### src/rtl/rmii_frame_rx_pkg.sv
// Shared definitions for the RMII/MII frame receiver: FSM states, the preamble/SFD
// pattern, f_err bit positions and the byte-swap / CRC-32 step helpers.
package rmii_frame_rx_pkg;

   typedef enum logic [1:0] {
      ST_IDLE = 2'd0,
      ST_PRE  = 2'd1,
      ST_DATA = 2'd2,
      ST_DONE = 2'd3
   } rx_state_e;

   // Seven 0x55 preamble bytes then the 0xD5 SFD, first line bit at bit 0.
   localparam logic [63:0] PREAMBLE_SFD = 64'hD555555555555555;

   localparam int ERR_INCOMPLETE = 0;
   localparam int ERR_SHORT      = 1;
   localparam int ERR_CRC        = 2;
   localparam int ERR_LONG       = 3;

   localparam logic [31:0] CRC_POLY_REFL = 32'hEDB88320;

   function automatic logic [31:0] bswap32(input logic [31:0] w);
      return {w[7:0], w[15:8], w[23:16], w[31:24]};
   endfunction

   // One byte of the reflected Ethernet CRC-32 update.
   function automatic logic [31:0] crc32_byte(input logic [31:0] c, input logic [7:0] d);
      logic [31:0] r;
      r = c ^ {24'd0, d};
      for (int i = 0; i < 8; i++) begin
         r = r[0] ? ((r >> 1) ^ CRC_POLY_REFL) : (r >> 1);
      end
      return r;
   endfunction

endpackage

### src/rtl/rmii_frame_rx_crc32.sv
// Byte-wide Ethernet CRC-32 accumulator; crc is the complemented running state,
// i.e. the FCS value whose low byte goes on the wire first.
module rmii_frame_rx_crc32
   import rmii_frame_rx_pkg::*;
(
   input  logic        clk,
   input  logic        rst,
   input  logic        vld,
   input  logic [7:0]  data,
   output logic [31:0] crc
);

   logic [31:0] state_q;

   // Running CRC state, reseeded to all ones by rst.
   always_ff @(posedge clk or posedge rst) begin
      if (rst) begin
         state_q <= 32'hFFFF_FFFF;
      end else if (vld) begin
         state_q <= crc32_byte(state_q, data);
      end else begin
         state_q <= state_q;
      end
   end

   assign crc = ~state_q;

endmodule

### src/rtl/rmii_frame_rx.sv
// RMII/MII receive framer: preamble/SFD hunt, LSB-first byte assembly, FCS strip
// through a 4-byte delay line, FCS check, per-frame status and frame counters.
module rmii_frame_rx
   import rmii_frame_rx_pkg::*;
#(
   parameter int DW      = 2,
   parameter int MIN_LEN = 64,
   parameter int MAX_LEN = 1522
) (
   input  logic          clk,
   input  logic          rst,
   input  logic          rx_en,
   input  logic [DW-1:0] rx_d,
   output logic [7:0]    m_data,
   output logic          m_valid,
   output logic          m_sof,
   output logic          f_done,
   output logic [10:0]   f_len,
   output logic [3:0]    f_err,
   output logic [31:0]   frame_cnt,
   output logic [31:0]   err_cnt
);

   localparam int          PRE_W     = 64 - DW;
   localparam int          SH_W      = 8 - DW;
   localparam logic [1:0]  LAST_BEAT = 2'(8 / DW - 1);
   localparam logic [10:0] MIN_LEN_C = 11'(MIN_LEN);
   localparam logic [10:0] MAX_LEN_C = 11'(MAX_LEN);
   localparam logic [10:0] CNT_SAT   = 11'd2047;

   rx_state_e        state_q, state_d;
   logic [PRE_W-1:0] pre_q, pre_d;
   logic [SH_W-1:0]  sh_q, sh_d;
   logic [1:0]       beat_q, beat_d;
   logic [10:0]      cnt_q, cnt_d;
   logic [3:0][7:0]  dl_q, dl_d;
   logic             done_q, done_d;
   logic             crc_clr_q, crc_clr_d;
   logic [7:0]       m_data_q, m_data_d;
   logic             m_valid_q, m_valid_d;
   logic             m_sof_q, m_sof_d;
   logic             f_done_q, f_done_d;
   logic [10:0]      f_len_q, f_len_d;
   logic [3:0]       f_err_q, f_err_d;
   logic [31:0]      frame_cnt_q, frame_cnt_d;
   logic [31:0]      err_cnt_q, err_cnt_d;

   logic [63:0]      pre_shift_s;
   logic [7:0]       byte_s;
   logic [3:0]       err_s;
   logic [31:0]      crc_s;
   logic             crc_rst_s;

   // Only the upper 64-DW bits are stored; the newest dibble completes the window.
   assign pre_shift_s = {rx_d, pre_q};
   assign byte_s      = {rx_d, sh_q};
   // The CRC is held at its seed whenever no frame body is in progress.
   assign crc_rst_s   = rst | crc_clr_q;

   rmii_frame_rx_crc32 u_crc32 (
      .clk  (clk),
      .rst  (crc_rst_s),
      .vld  (m_valid_q),
      .data (m_data_q),
      .crc  (crc_s)
   );

   // State and datapath registers.
   always_ff @(posedge clk or posedge rst) begin
      if (rst) begin
         state_q     <= ST_IDLE;
         pre_q       <= {PRE_W{1'b0}};
         sh_q        <= {SH_W{1'b0}};
         beat_q      <= 2'd0;
         cnt_q       <= 11'd0;
         dl_q        <= 32'd0;
         done_q      <= 1'b0;
         crc_clr_q   <= 1'b1;
         m_data_q    <= 8'd0;
         m_valid_q   <= 1'b0;
         m_sof_q     <= 1'b0;
         f_done_q    <= 1'b0;
         f_len_q     <= 11'd0;
         f_err_q     <= 4'd0;
         frame_cnt_q <= 32'd0;
         err_cnt_q   <= 32'd0;
      end else begin
         state_q     <= state_d;
         pre_q       <= pre_d;
         sh_q        <= sh_d;
         beat_q      <= beat_d;
         cnt_q       <= cnt_d;
         dl_q        <= dl_d;
         done_q      <= done_d;
         crc_clr_q   <= crc_clr_d;
         m_data_q    <= m_data_d;
         m_valid_q   <= m_valid_d;
         m_sof_q     <= m_sof_d;
         f_done_q    <= f_done_d;
         f_len_q     <= f_len_d;
         f_err_q     <= f_err_d;
         frame_cnt_q <= frame_cnt_d;
         err_cnt_q   <= err_cnt_d;
      end
   end

   // Next-state, byte assembly, delay line and end-of-frame status.
   always_comb begin
      state_d     = state_q;
      pre_d       = pre_q;
      sh_d        = sh_q;
      beat_d      = beat_q;
      cnt_d       = cnt_q;
      dl_d        = dl_q;
      done_d      = done_q;
      m_data_d    = m_data_q;
      m_valid_d   = 1'b0;
      m_sof_d     = 1'b0;
      f_done_d    = 1'b0;
      f_len_d     = f_len_q;
      f_err_d     = f_err_q;
      frame_cnt_d = frame_cnt_q;
      err_cnt_d   = err_cnt_q;
      err_s       = 4'd0;

      case (state_q)
         ST_IDLE: begin
            if (rx_en) begin
               pre_d   = pre_shift_s[63:DW];
               state_d = ST_PRE;
            end else begin
               pre_d = {PRE_W{1'b0}};
            end
         end
         ST_PRE: begin
            if (!rx_en) begin
               pre_d   = {PRE_W{1'b0}};
               state_d = ST_IDLE;
            end else if (pre_shift_s == PREAMBLE_SFD) begin
               pre_d   = {PRE_W{1'b0}};
               sh_d    = {SH_W{1'b0}};
               beat_d  = 2'd0;
               cnt_d   = 11'd0;
               state_d = ST_DATA;
            end else begin
               pre_d = pre_shift_s[63:DW];
            end
         end
         ST_DATA: begin
            if (!rx_en) begin
               done_d  = 1'b0;
               state_d = ST_DONE;
            end else begin
               sh_d = byte_s[7:DW];
               if (beat_q == LAST_BEAT) begin
                  beat_d = 2'd0;
                  cnt_d  = (cnt_q == CNT_SAT) ? cnt_q : cnt_q + 11'd1;
                  dl_d   = {dl_q[2:0], byte_s};
                  // Once four bytes are held, each new byte pushes out a payload byte.
                  if (cnt_q >= 11'd4) begin
                     m_data_d  = dl_q[3];
                     m_valid_d = 1'b1;
                     m_sof_d   = (cnt_q == 11'd4);
                  end else begin
                     m_data_d = m_data_q;
                  end
               end else begin
                  beat_d = beat_q + 2'd1;
               end
            end
         end
         ST_DONE: begin
            if (!done_q) begin
               done_d = 1'b1;
            end else begin
               done_d                = 1'b0;
               state_d               = ST_IDLE;
               err_s[ERR_INCOMPLETE] = (beat_q != 2'd0);
               err_s[ERR_SHORT]      = (cnt_q < MIN_LEN_C);
               err_s[ERR_LONG]       = (cnt_q > MAX_LEN_C);
               err_s[ERR_CRC]        = (cnt_q < 11'd4) || (bswap32(crc_s) != dl_q);
               f_done_d              = 1'b1;
               f_len_d               = cnt_q;
               f_err_d               = err_s;
               if (err_s == 4'd0) begin
                  frame_cnt_d = frame_cnt_q + 32'd1;
               end else begin
                  err_cnt_d = err_cnt_q + 32'd1;
               end
            end
         end
         default: begin
            state_d = ST_IDLE;
         end
      endcase

      crc_clr_d = (state_d == ST_IDLE) || (state_d == ST_PRE);
   end

   assign m_data    = m_data_q;
   assign m_valid   = m_valid_q;
   assign m_sof     = m_sof_q;
   assign f_done    = f_done_q;
   assign f_len     = f_len_q;
   assign f_err     = f_err_q;
   assign frame_cnt = frame_cnt_q;
   assign err_cnt   = err_cnt_q;

endmodule

### config.mk
export PLATFORM = sky130hd
export DESIGN_NAME = rmii_frame_rx
export DESIGN_NICKNAME = d
export VERILOG_FILES = /design/src/rtl/rmii_frame_rx_pkg.sv /design/src/rtl/rmii_frame_rx_crc32.sv /design/src/rtl/rmii_frame_rx.sv
export SDC_FILE = /design/constraint.sdc
export NUM_CORES = 1
export LEC_CHECK = 0
export CORE_ASPECT_RATIO = 0.5
export CORE_MARGIN = 3
export CORE_UTILIZATION = 49
export CTS_CLUSTER_SIZE = 8
export DETAILED_ROUTE_END_ITERATION = 10
export PLACE_DENSITY_LB_ADDON = 0.05
export RECOVER_POWER = 25
export SLEW_MARGIN = 15
export SYNTH_ARGS = -nofsm -noshare
export SYNTH_HDL_FRONTEND = slang
export SYNTH_SLANG_ARGS = --single-unit
### constraint.sdc
create_clock -name clk -period 7.4 [get_ports clk]
set_input_delay 1.11 -clock clk [delete_from_list [all_inputs] [get_ports clk]]
set_output_delay 1.11 -clock clk [all_outputs]
set_load 0.1 [all_outputs]
---- After elaboration in Yosys (flattened, before gate mapping) ----
Cells that the tools add are included.
cells by class
  magnitude comparators ................... 4
  multiplexer cells ....................... 46
  $add $sub $neg .......................... 4
  reduce and logical (&&, ||, !) cells .... 17
  bitwise logic cells ..................... 12
  equal/unequal tests ..................... 15
operator list
  operator                                                                number
  32-bit 2-to-1 mux                                                       8
  62-bit 2-to-1 mux                                                       3
  62-bit case mux with 2 select lines                                     1
  13-bit NOT with 14-bit output                                           8
  32-bit by 1-bit adder with 32-bit output, second input constant         2
  64-bit == test, second input constant                                   1
  11-bit 2-to-1 mux                                                       5
  32-bit inequality test                                                  1
  32-bit NOT                                                              1
  32-bit by 8-bit XOR with 32-bit output                                  1
  11-bit case mux with 2 select lines                                     1
  2-bit 2-to-1 mux                                                        9
  6-bit 2-to-1 mux                                                        3
  1-bit 2-to-1 mux                                                        12
  2-bit inequality test, second input constant                            6
  6-bit case mux with 2 select lines                                      1
  11-bit by 1-bit adder with 11-bit output, second input constant         1
  11-bit == test, second input constant                                   1
  11-bit by 3-bit == test with 1-bit output, second input constant        1
  11-bit by 3-bit >= comparator with 1-bit output, second input constant  1
  11-bit greater-than comparator, second input constant                   1
  11-bit by 3-bit < comparator with 1-bit output, second input constant   1
  11-bit by 7-bit < comparator with 1-bit output, second input constant   1
  3-bit AND reduction                                                     3
  15 further kinds                                                        25
storage, ports and cells
  output and inout port bits .............. 90
  bits of input ports ..................... 5
  word-level logic and storage cells ...... 118
  register bits ........................... 239

---- Logic depth before layout (Yosys ltp) ----
Gate-level depths: netlist of run 1.
  depth in word-level cells ............... 17
  mapped depth ............................ 9
  depth with buffers taken out ............ 7

---- By module ----
Synthesis of run 1 repeated with hierarchy kept, for this count alone.
unflattened totals
  cell total of the unflattened synthesis .. 958
  area, all modules ....................... 11208.2 um^2
modules (own cells, without submodules)
  module               sequential area each (um^2)  times used  area each (um^2)  cells an instance
  rmii_frame_rx        5181.2                       1           9105.0            765
  rmii_frame_rx_crc32  840.8                        1           2103.3            193

---- Worst setup path after synthesis of run 1 ----
No wires, ideal clock.
  path type ............................... reg2reg
  start point ............................. reg frame_cnt_q[3] (netlist: frame_cnt[3])
  end point ............................... reg frame_cnt_q[31] (netlist: frame_cnt[31])
  period minus slack after synthesis ...... 2.751 ns
  buffers on the path ..................... 2
  data required time ...................... 7.239 ns
  data arrival time ....................... 2.590 ns
  setup time .............................. 0.161 ns
  path slack .............................. 4.649 ns
  cell stages (with the launch flop) ...... 9
  path through ............................ dfrtp_1 and3_1 and3_1 clkbuf_1 nand4_1 or4_1 buf_2 nor3_2 xor2_1
between the ends
  cells in the longest elaborated chain, start to end .. 1
RTL lines
  what                                      line                  text
  start, declared                           rmii_frame_rx.sv:45   logic [31:0] frame_cnt_q, frame_cnt_d;
  start signal, assigned                    rmii_frame_rx.sv:102  frame_cnt_q <= frame_cnt_d;
  32-bit by 1-bit adder with 32-bit output  rmii_frame_rx.sv:186  frame_cnt_d = frame_cnt_q + 32'd1;
Every way passes these cells.
A chain may end at the register's enable or synchronous reset.

---- Worst setup path in the final report of run 1 ----
  start point ............................. reg state_q[1]
  end point ............................... reg err_cnt_q[28] (netlist: err_cnt[28])
between the ends
  cells in the longest elaborated chain, start to end .. 2
RTL lines
  what                           line                  text
  start, declared                rmii_frame_rx.sv:31   rx_state_e state_q, state_d;
  start signal, assigned         rmii_frame_rx.sv:88   state_q <= state_d;
  2-bit == test                  rmii_frame_rx.sv:126  case (state_q)
  3-bit AND reduction (no line)  n/a
  end signal, assigned           rmii_frame_rx.sv:103  err_cnt_q <= err_cnt_d;
  end, declared                  rmii_frame_rx.sv:46   logic [31:0] err_cnt_q, err_cnt_d;
Every way passes these cells.

==> impl_metrics.json, run 1 <==
{
  "power.switching_w": 0.000593,
  "relSlewSlack": -0.974,
  "synthDistinctLibCells": 49,
  "cp-startpoint": "state_q[1]$_DFF_PP0_",
  "synthToLayoutAreaGrowth_pct": 21.0,
  "rsz0062_at_grt": "no",
  "setup_viol": 0,
  "power_density_nw_per_um2": 217,
  "p_leak_nw": 5.81,
  "yosys_warnings": 0,
  "slew_violations": 105,
  "comb_power_share": 0.012,
  "worstHoldStart": "frame_cnt[31]$_DFFE_PP0P_",
  "yosysSeqAreaShare": 0.558,
  "synth_top_area_frac": 0.478,
  "synth_common_cells": "dfrtp_1, xnor2_1, nand2_1",
  "antenna_found_initial": 1,
  "cts_made_buffers": 35,
  "post-place-ws_ns": 3.93,
  "worstSkewPairLatency_ns": 0.50,
  "hpwl_mm": 15.4,
  "cts_max_level": 2,
  "clk_pin_slew_ns": 0.05,
  "ctsResizeCount": 0,
  "clockBufferDepth": 3,
  "dr.pass1.iters": 4,
  "cts_root_buffer": "clkbuf_16",
  "r2r.worst_path.cells": 9,
  "worstPathArrival_ns": 4.96,
  "hold_end": "frame_cnt[31]$_DFFE_PP0P_",
  "fin_total_pwr_w": 0.00283,
  "gp_congestion": 0.807,
  "design_area_um2": 13100,
  "clock-sinks": 239,
  "dieWidth_um": 216,
  "critPathMaxFanout": 71,
  "drtAntennaViolNets": 0,
  "first_iter_violations": 513,
  "p_seq_frac": 0.463,
  "fin_crit_sh": 0.618,
  "path_class": "flop to flop",
  "reg2reg_from": "state_q[1]$_DFF_PP0_",
  "grt_pass1_wl_mm": 39.2,
  "grt_use_total": 0.198,
  "synth-async-reset-ratio": 1.00,
  "p_int_w": 0.00224,
  "die-area_um2": 23900,
  "io_pins": 95,
  "maxCapViolations": 2,
  "cp.required_ns": 7.78,
  "hold_path.class": "flop to flop",
  "worstSetupEndpointType": "flop",
  "start_util": 0.512,
  "synth.most_common_cell": "dfrtp_1",
  "clock_power_share": 0.524,
  "die_h_um": 111,
  "yosys_register_bits": 239,
  "setup-tns-final_ns": 0,
  "portBuffers": 94,
  "grt_max_degree": 131,
  "coreArea_um2": 21100,
  "worst_pin_slew_ns": 2.96,
  "hold_violations": 0,
  "synth_area_per_cell_um2": 11.9,
  "grt_remaining_overflow": 0,
  "finClkSkew_ns": 0.0128,
  "synth_edf_count": 0,
  "wl_per_cell_um": 17.6,
  "hold_depth": 1,
  "num_vias": 7250,
  "regToRegSetupSlack_ns": 2.82,
  "cts_tree": "yes",
  "fin_crit_ns": 4.58,
  "holdWs_ns": 0.469,
  "syn_area_um2": 10800,
  "startpoint_type": "flop",
  "drt_wl_total_mm": 23.3,
  "peakVddDrop_mv": 0.150,
  "yosys.area.top_type": "dfrtp_1",
  "drive_above_1_share": 0.145,
  "netSwitchingFraction": 0.209,
  "rr_endpoint": "err_cnt[28]$_DFFE_PP0P_",
  "ctsHoldBuffers": 0,
  "syn-num-nets": 915,
  "synthFlopType": "dfrtp_1",
  "dpl_cell_area_um2": 12000,
  "rows": 37,
  "fin_ws_ns": 2.82,
  "syn-instance-count": 905,
  "synth.area.top_cells": "dfrtp_1, xnor2_1, dfstp_2",
  "postCtsSetupRepairBufs": 0,
  "clock.fmax_mhz": 219,
  "final_nets": 1017,
  "grt_pass1_vias": 7369,
  "status": "finished, violations left",
  "drt-vias-per-instance": 5.47,
  "violations": "max-capacitance violations, max-slew violations",
  "drc_errors": 0
}
## layout make-up
type                       instances  area, um2
fill                            1706       8010
sequential                       239       6020
multi-input combinational        616       4590
clock buffer                      63       1020
timing repair buffer             101        986
tap                              292        365
inverter                          14       60.1
antenna                            1       2.50
## critical path, cell delays in order, from the launching register on
cell and delay (ns):
dfrtp_2 0.33, clkbuf_1 2.07, nand3_1 0.17, buf_4 0.37, inv_1 0.42, and3_1 0.42, nand2_1 0.21, nor3_1 0.18
nand3_1 0.12, xnor2_1 0.14
## sequential cells by signal, indices dropped and copies added (netlist names)
name / cells
frame_cnt: 32
state_q: 2
crc_clr_q: 1
f_len: 11
sh_q: 6
f_err: 4
cnt_q: 11
m_valid: 1
done_q: 1
pre_q: 62
f_done: 1
m_sof: 1
err_cnt: 32
u_crc32.state_q: 32
m_data: 8
beat_q: 2
dl_q: 32
## through the flow
step,util,cells
global route,0.620,1326
floorplan,-,905
global placement,0.572,1262
detailed placement,0.572,1262
finish,0.620,1326
CTS,0.620,1325
## worst max path at each step
stage                                end  slack, ns  cells after the start
2_1_floorplan      beat_q[0]$_DFFE_PP0P_       0.64                      1
3_3_place_gp   frame_cnt[13]$_DFFE_PP0P_       3.98                      3
3_5_place_dp         sh_q[2]$_DFFE_PP0P_       3.93                      6
4_1_cts                       err_cnt[9]       4.13                      1
5_1_grt          err_cnt[28]$_DFFE_PP0P_       2.25                      9
6_report         err_cnt[28]$_DFFE_PP0P_       2.82                      9
## power groups by stage
| stage | Sequential, W | Clock (W) | Combinational, W |
|---|---|---|---|
| 6_report | 0.00131 | 0.00149 | 0.0000351 |
| 5_1_grt | 0.00131 | 0.00158 | 0.0000414 |
| 4_1_cts | 0.00131 | 0.00152 | 0.0000376 |
| 3_5_place_dp | 0.00133 | 0 | 0.0000374 |
| 3_3_place_gp | 0.00133 | 0 | 0.0000369 |
| 2_1_floorplan | 0.00133 | 0 | 0.0000246 |
## logic make-up after synthesis
kind of cell / share of synthesized area
simple gates: 0.134
flops: 0.558
xor+xnor: 0.138
compound gates: 0.0772
mux: 0.0689
buf+inv: 0.0179
fa+ha+maj: 0.00580
## cells in the final DEF (no fill, tap or decap), drive strengths merged, types with 33 or more instances in the layout
cell type	netlist	final
a22o	62	62
clkbuf	26	65
clkdlybuf4s50	0	92
dfrtp	206	206
dfstp	33	33
mux2	66	66
nand2	68	68
nand3	37	37
nor2	38	38
xnor2	112	112
xor2	55	55
## layer usage
| metal | global-route usage | vias to the layer above | routed length [um] |
|---|---|---|---|
| met1 | 0.298 | 3691 | 11700 |
| met4 | 0.0431 | 0 | 234 |
| met5 | 0 | - | 0 |
| li1 | - | 3424 | - |
| met2 | 0.296 | 108 | 10400 |
| met3 | 0.0435 | 27 | 970 |
(Power assumes the default switching activity.)
==> run 2: changes to the inputs <==
==> constraint.sdc (replaced) <==
create_clock -name clk -period 4.4 [get_ports clk]
set_input_delay 0.66 -clock clk [delete_from_list [all_inputs] [get_ports clk]]
set_output_delay 0.66 -clock clk [all_outputs]
set_load 0.1 [all_outputs]
==> impl_metrics.json, run 2 (synthesis gave the netlist of run 1 again) <==
{
  "status": "finished, violations left",
  "violations": "max-capacitance violations, max-slew violations",
  "path_class": "input port to asynchronous set/reset pin",
  "setup-tns-final_ns": 0,
  "worstSetupEndpointType": "asynchronous set/reset pin",
  "grt_remaining_overflow": 0,
  "finish.utilization": 0.621,
  "drc_errors": 0,
  "regMostFlops": "pre_q",
  "critPathMaxFanout": 61,
  "cts_root_buffer": "clkbuf_16",
  "wl_met2_mm": 10.2,
  "num_vias": 7293,
  "worstPathArrival_ns": 3.40,
  "cts_made_buffers": 35,
  "gp_congestion": 0.786,
  "grt_pass1_wl_mm": 39.4,
  "dpl_cell_area_um2": 12100,
  "largest_reg_flops": 62,
  "antenna_found_initial": 0,
  "power.switching_w": 0.000994,
  "fin_total_pwr_w": 0.00474,
  "dr.pass1.iters": 4,
  "fin_crit_sh": 0.699,
  "p_seq_frac": 0.466,
  "slowest_delay_ns": 1.26,
  "die_h_um": 111,
  "final_common_cell": "dfrtp_1",
  "cpMaxStageDelayCell": "clkbuf_2",
  "ctsHoldBuffers": 0,
  "hpwl_mm": 15.6,
  "regToRegSetupSlack_ns": 1.54,
  "fin_ws_ns": 1.32,
  "synthToLayoutAreaGrowth_pct": 21.3,
  "grt_max_degree": 74,
  "wl_met1_mm": 11.6,
  "peakVddDrop_mv": 0.213,
  "clockBufferDepth": 3,
  "p_int_w": 0.00375,
  "netSwitchingFraction": 0.210,
  "rr_endpoint": "frame_cnt[31]$_DFFE_PP0P_",
  "setup_viol": 0,
  "crit_chain": "dlygate4sd3_1 > clkinvlp_2 > clkbuf_2",
  "post-place-ws_ns": 1.32,
  "clk_pin_slew_ns": 0.05,
  "reg2reg_from": "u_crc32.state_q[31]$_DFFE_PP1P_",
  "comb_power_share": 0.013,
  "rsz0062_at_grt": "no",
  "cp-endpoint": "err_cnt[13]$_DFFE_PP0P_",
  "rows": 37,
  "io_pins": 95,
  "drt_wl_total_mm": 23.1,
  "design_area_um2": 13100,
  "clock_power_share": 0.521,
  "relSlewSlack": -0.759,
  "power_density_nw_per_um2": 362,
  "portBuffers": 94,
  "startpoint_type": "input port",
  "maxCapViolations": 3,
  "highest_layer": "met4",
  "hold_path.class": "flop to flop",
  "wl_per_cell_um": 17.3,
  "first_iter_violations": 395,
  "cts_tree": "yes",
  "clock.fmax_mhz": 325,
  "p_leak_nw": 5.84,
  "cp.required_ns": 4.72,
  "layout_common_cells": "dfrtp_1, xnor2_1, clkdlybuf4s50_1",
  "grt_use_total": 0.199,
  "cp-startpoint": "rst",
  "dieWidth_um": 216,
  "r2r.worst_path.cells": 6,
  "die-area_um2": 23900,
  "slew_violations": 161,
  "drt-vias-per-instance": 5.48,
  "worst_pin_slew_ns": 2.64,
  "grt_pass1_vias": 7487,
  "drive_above_1_share": 0.153,
  "clock-sinks": 239,
  "finClkSkew_ns": 0.0260,
  "final_nets": 1023,
  "worstSkewPairLatency_ns": 0.51,
  "fin_crit_ns": 3.08,
  "postCtsSetupRepairBufs": 0,
  "num_antenna_cells": 0,
  "start_util": 0.512,
  "wl_met3_um": 986,
  "ctsResizeCount": 0,
  "drtAntennaViolNets": 0,
  "hold_violations": 0,
  "cts_max_level": 2,
  "coreArea_um2": 21100
}
## run 2: how the worst min path moves through the flow
stage                                    startpoint                        end  slack [ns]  cells past startpoint
after CTS                 frame_cnt[31]$_DFFE_PP0P_  frame_cnt[31]$_DFFE_PP0P_        0.47                      1
after floorplan                pre_q[0]$_DFFE_PP0P_       pre_q[0]$_DFFE_PP0P_        0.47                      1
final                     frame_cnt[31]$_DFFE_PP0P_  frame_cnt[31]$_DFFE_PP0P_        0.47                      1
after detailed placement  frame_cnt[31]$_DFFE_PP0P_  frame_cnt[31]$_DFFE_PP0P_        0.46                      1
after global placement    frame_cnt[31]$_DFFE_PP0P_  frame_cnt[31]$_DFFE_PP0P_        0.46                      1
after global routing      frame_cnt[31]$_DFFE_PP0P_  frame_cnt[31]$_DFFE_PP0P_        0.49                      1
## run 2: power groups by stage
stage	sequential [W]	combinational, W	clock, W
after floorplan	0.00224	0.0000417	0
after global placement	0.00224	0.0000662	0
after detailed placement	0.00224	0.0000670	0
after CTS	0.00221	0.0000674	0.00254
after global routing	0.00221	0.0000726	0.00266
final	0.00221	0.0000613	0.00247
## run 2: cell type report
| cell class | count | area [um2] |
|---|---|---|
| fill | 1720 | 7970 |
| sequential | 239 | 6020 |
| multi-input combinational | 616 | 4590 |
| timing repair buffer | 107 | 1030 |
| clock buffer | 62 | 998 |
| tap | 292 | 365 |
| inverter | 14 | 53.8 |
| clock inverter | 2 | 25.0 |
## run 2: stage by stage
step	hold WS, ns	cells
after floorplan	0.465	905
after global placement	0.458	1268
after detailed placement	0.461	1268
after CTS	0.472	1332
after global routing	0.491	1332
final	0.468	1332
## run 2: worst max-delay path, delay by kind of cell
family   cells  cell delay (ns)
buf+inv      3             2.68
## run 2: per-layer routing
layer,vias to the layer above,global-route usage
met5,-,0
li1,3438,-
met3,26,0.0427
met2,130,0.301
met4,0,0.0396
met1,3699,0.296
==> run 3: changes to the inputs <==
==> constraint.sdc (replaced) <==
create_clock -name clk -period 3.1 [get_ports clk]
set_input_delay 0.465 -clock clk [delete_from_list [all_inputs] [get_ports clk]]
set_output_delay 0.465 -clock clk [all_outputs]
set_load 0.1 [all_outputs]
==> impl_metrics.json, run 3 (synthesis gave the netlist of run 1 again) <==
{
  "p_seq_frac": 0.466,
  "power.switching_w": 0.00137,
  "power_density_nw_per_um2": 518,
  "rows": 37,
  "antenna_found_initial": 0,
  "use_met1": 0.295,
  "rsz0062_at_grt": "no",
  "status": "finished, violations left",
  "met3_usage": 0.0435,
  "hold_depth": 1,
  "hpwl_mm": 15.5,
  "clock-sinks": 239,
  "largest_reg_flops": 62,
  "drc_errors": 0,
  "netSwitchingFraction": 0.204,
  "coreArea_um2": 21100,
  "clock_power_share": 0.521,
  "clock.fmax_mhz": 391,
  "gp_congestion": 0.799,
  "die-area_um2": 23900,
  "fin_total_pwr_w": 0.00672,
  "cts_root_buffer": "clkbuf_16",
  "drt-vias-per-instance": 5.42,
  "clockBufferDepth": 3,
  "crit_chain": "xnor2_1 > nor4_1 > nand4_1 > buf_4 > or4_1 > nor3_2 > xor2_1",
  "synthToLayoutAreaGrowth_pct": 20.2,
  "regMostFlops": "pre_q",
  "fin_crit_sh": 0.825,
  "drtAntennaViolNets": 0,
  "io_pins": 95,
  "layout_common_cells": "dfrtp_1, buf_4, xnor2_1",
  "first_iter_violations": 416,
  "drt_wl_total_mm": 23.0,
  "dpl_cell_area_um2": 12000,
  "postCtsSetupRepairBufs": 0,
  "drive_above_1_share": 0.251,
  "hold_path.class": "flop to flop",
  "start_util": 0.512,
  "grt_pass1_vias": 7350,
  "violations": "max-capacitance violations, max-slew violations",
  "die_h_um": 111,
  "slowest_delay_ns": 0.67,
  "worst_pin_slew_ns": 1.99,
  "cts_tree": "yes",
  "cp.required_ns": 3.52,
  "num_vias": 7279,
  "p_leak_nw": 6.09,
  "cts_made_buffers": 35,
  "p_int_w": 0.00535,
  "setup_viol": 0,
  "fin_crit_ns": 2.56,
  "grt_max_degree": 145,
  "hold_violations": 0,
  "clk_pin_slew_ns": 0.05,
  "final_nets": 1036,
  "maxCapViolations": 2,
  "startpoint_type": "flop",
  "instances_no_fill": 1344,
  "cts_max_level": 2,
  "grt_use_total": 0.198,
  "critPathMaxFanout": 7,
  "globalRoute.busiestLayer": "met2",
  "finClkSkew_ns": 0.0160,
  "r2r.worst_path.cells": 7,
  "worstPathArrival_ns": 2.98,
  "grt_remaining_overflow": 0,
  "worstSetupEndpointType": "flop",
  "worstSkewPairLatency_ns": 0.50,
  "dr.pass1.iters": 5,
  "met2_usage": 0.297,
  "placed_cells": 1281,
  "slew_violations": 178,
  "peakVddDrop_mv": 0.398,
  "path_class": "flop to flop",
  "final_common_cell": "dfrtp_1",
  "dieWidth_um": 216,
  "wl_per_cell_um": 17.1,
  "grt_pass1_wl_mm": 39.1,
  "comb_power_share": 0.013,
  "portBuffers": 94,
  "cpMaxStageDelayCell": "or4_1",
  "ctsHoldBuffers": 0,
  "num_antenna_cells": 0,
  "ctsResizeCount": 0,
  "design_area_um2": 13000,
  "relSlewSlack": -0.325
}
==> run 3: final timing paths <==
check                      slack, ns                         to                            start
setup / recovery                0.54  frame_cnt[31]$_DFFE_PP0P_  u_crc32.state_q[23]$_DFFE_PP1P_
hold / removal                  0.48  frame_cnt[31]$_DFFE_PP0P_        frame_cnt[31]$_DFFE_PP0P_
setup reg to reg                0.54  frame_cnt[31]$_DFFE_PP0P_  u_crc32.state_q[23]$_DFFE_PP1P_
hold reg to reg                 0.48  frame_cnt[31]$_DFFE_PP0P_        frame_cnt[31]$_DFFE_PP0P_
max in group asynchronous       0.59      m_data[2]$_DFFE_PP0P_                              rst
min in group asynchronous       0.76      pre_q[61]$_DFFE_PP0P_                              rst
==> run 3: layout make-up <==
class,count,area (um2)
clock buffers,63,1020
inverters,14,56.3
repair buffers,120,907
well taps,292,365
multi-input cells,616,4600
fillers,1766,8090
flip-flops and latches,239,6020
==> run 3: power groups by stage <==
stage,logic [W],clock network [W],registers [W]
finish,0.0000846,0.00350,0.00314
global route,0.000100,0.00377,0.00313
CTS,0.0000932,0.00360,0.00313
detailed placement,0.0000927,0,0.00318
global placement,0.0000910,0,0.00318
floorplan,0.0000592,0,0.00318
==> run 3: critical path, delay by kind of cell, from the launching register on <==
family	cells	cell delay, ns
buf+inv	1	0.21
flops	1	0.55
xor+xnor	2	0.22
simple gates	4	1.51
==> run 3: metrics by stage <==
step                      TNS [ns]   util  worst slack, ns  hold slack (ns)
after global routing             0  0.616            0.119            0.509
after floorplan             -10.39      -          -0.0504            0.465
final                            0  0.616            0.544            0.475
after global placement           0  0.568            0.420            0.460
after CTS                        0  0.617            0.487            0.473
after detailed placement         0  0.568            0.356            0.461
==> run 3: metal layers <==
metal | up-vias | routed length, um
li1 | 3458 | -
met1 | 3679 | 11500
met2 | 112 | 10200
met3 | 30 | 1030
met4 | 0 | 292
met5 | - | 0
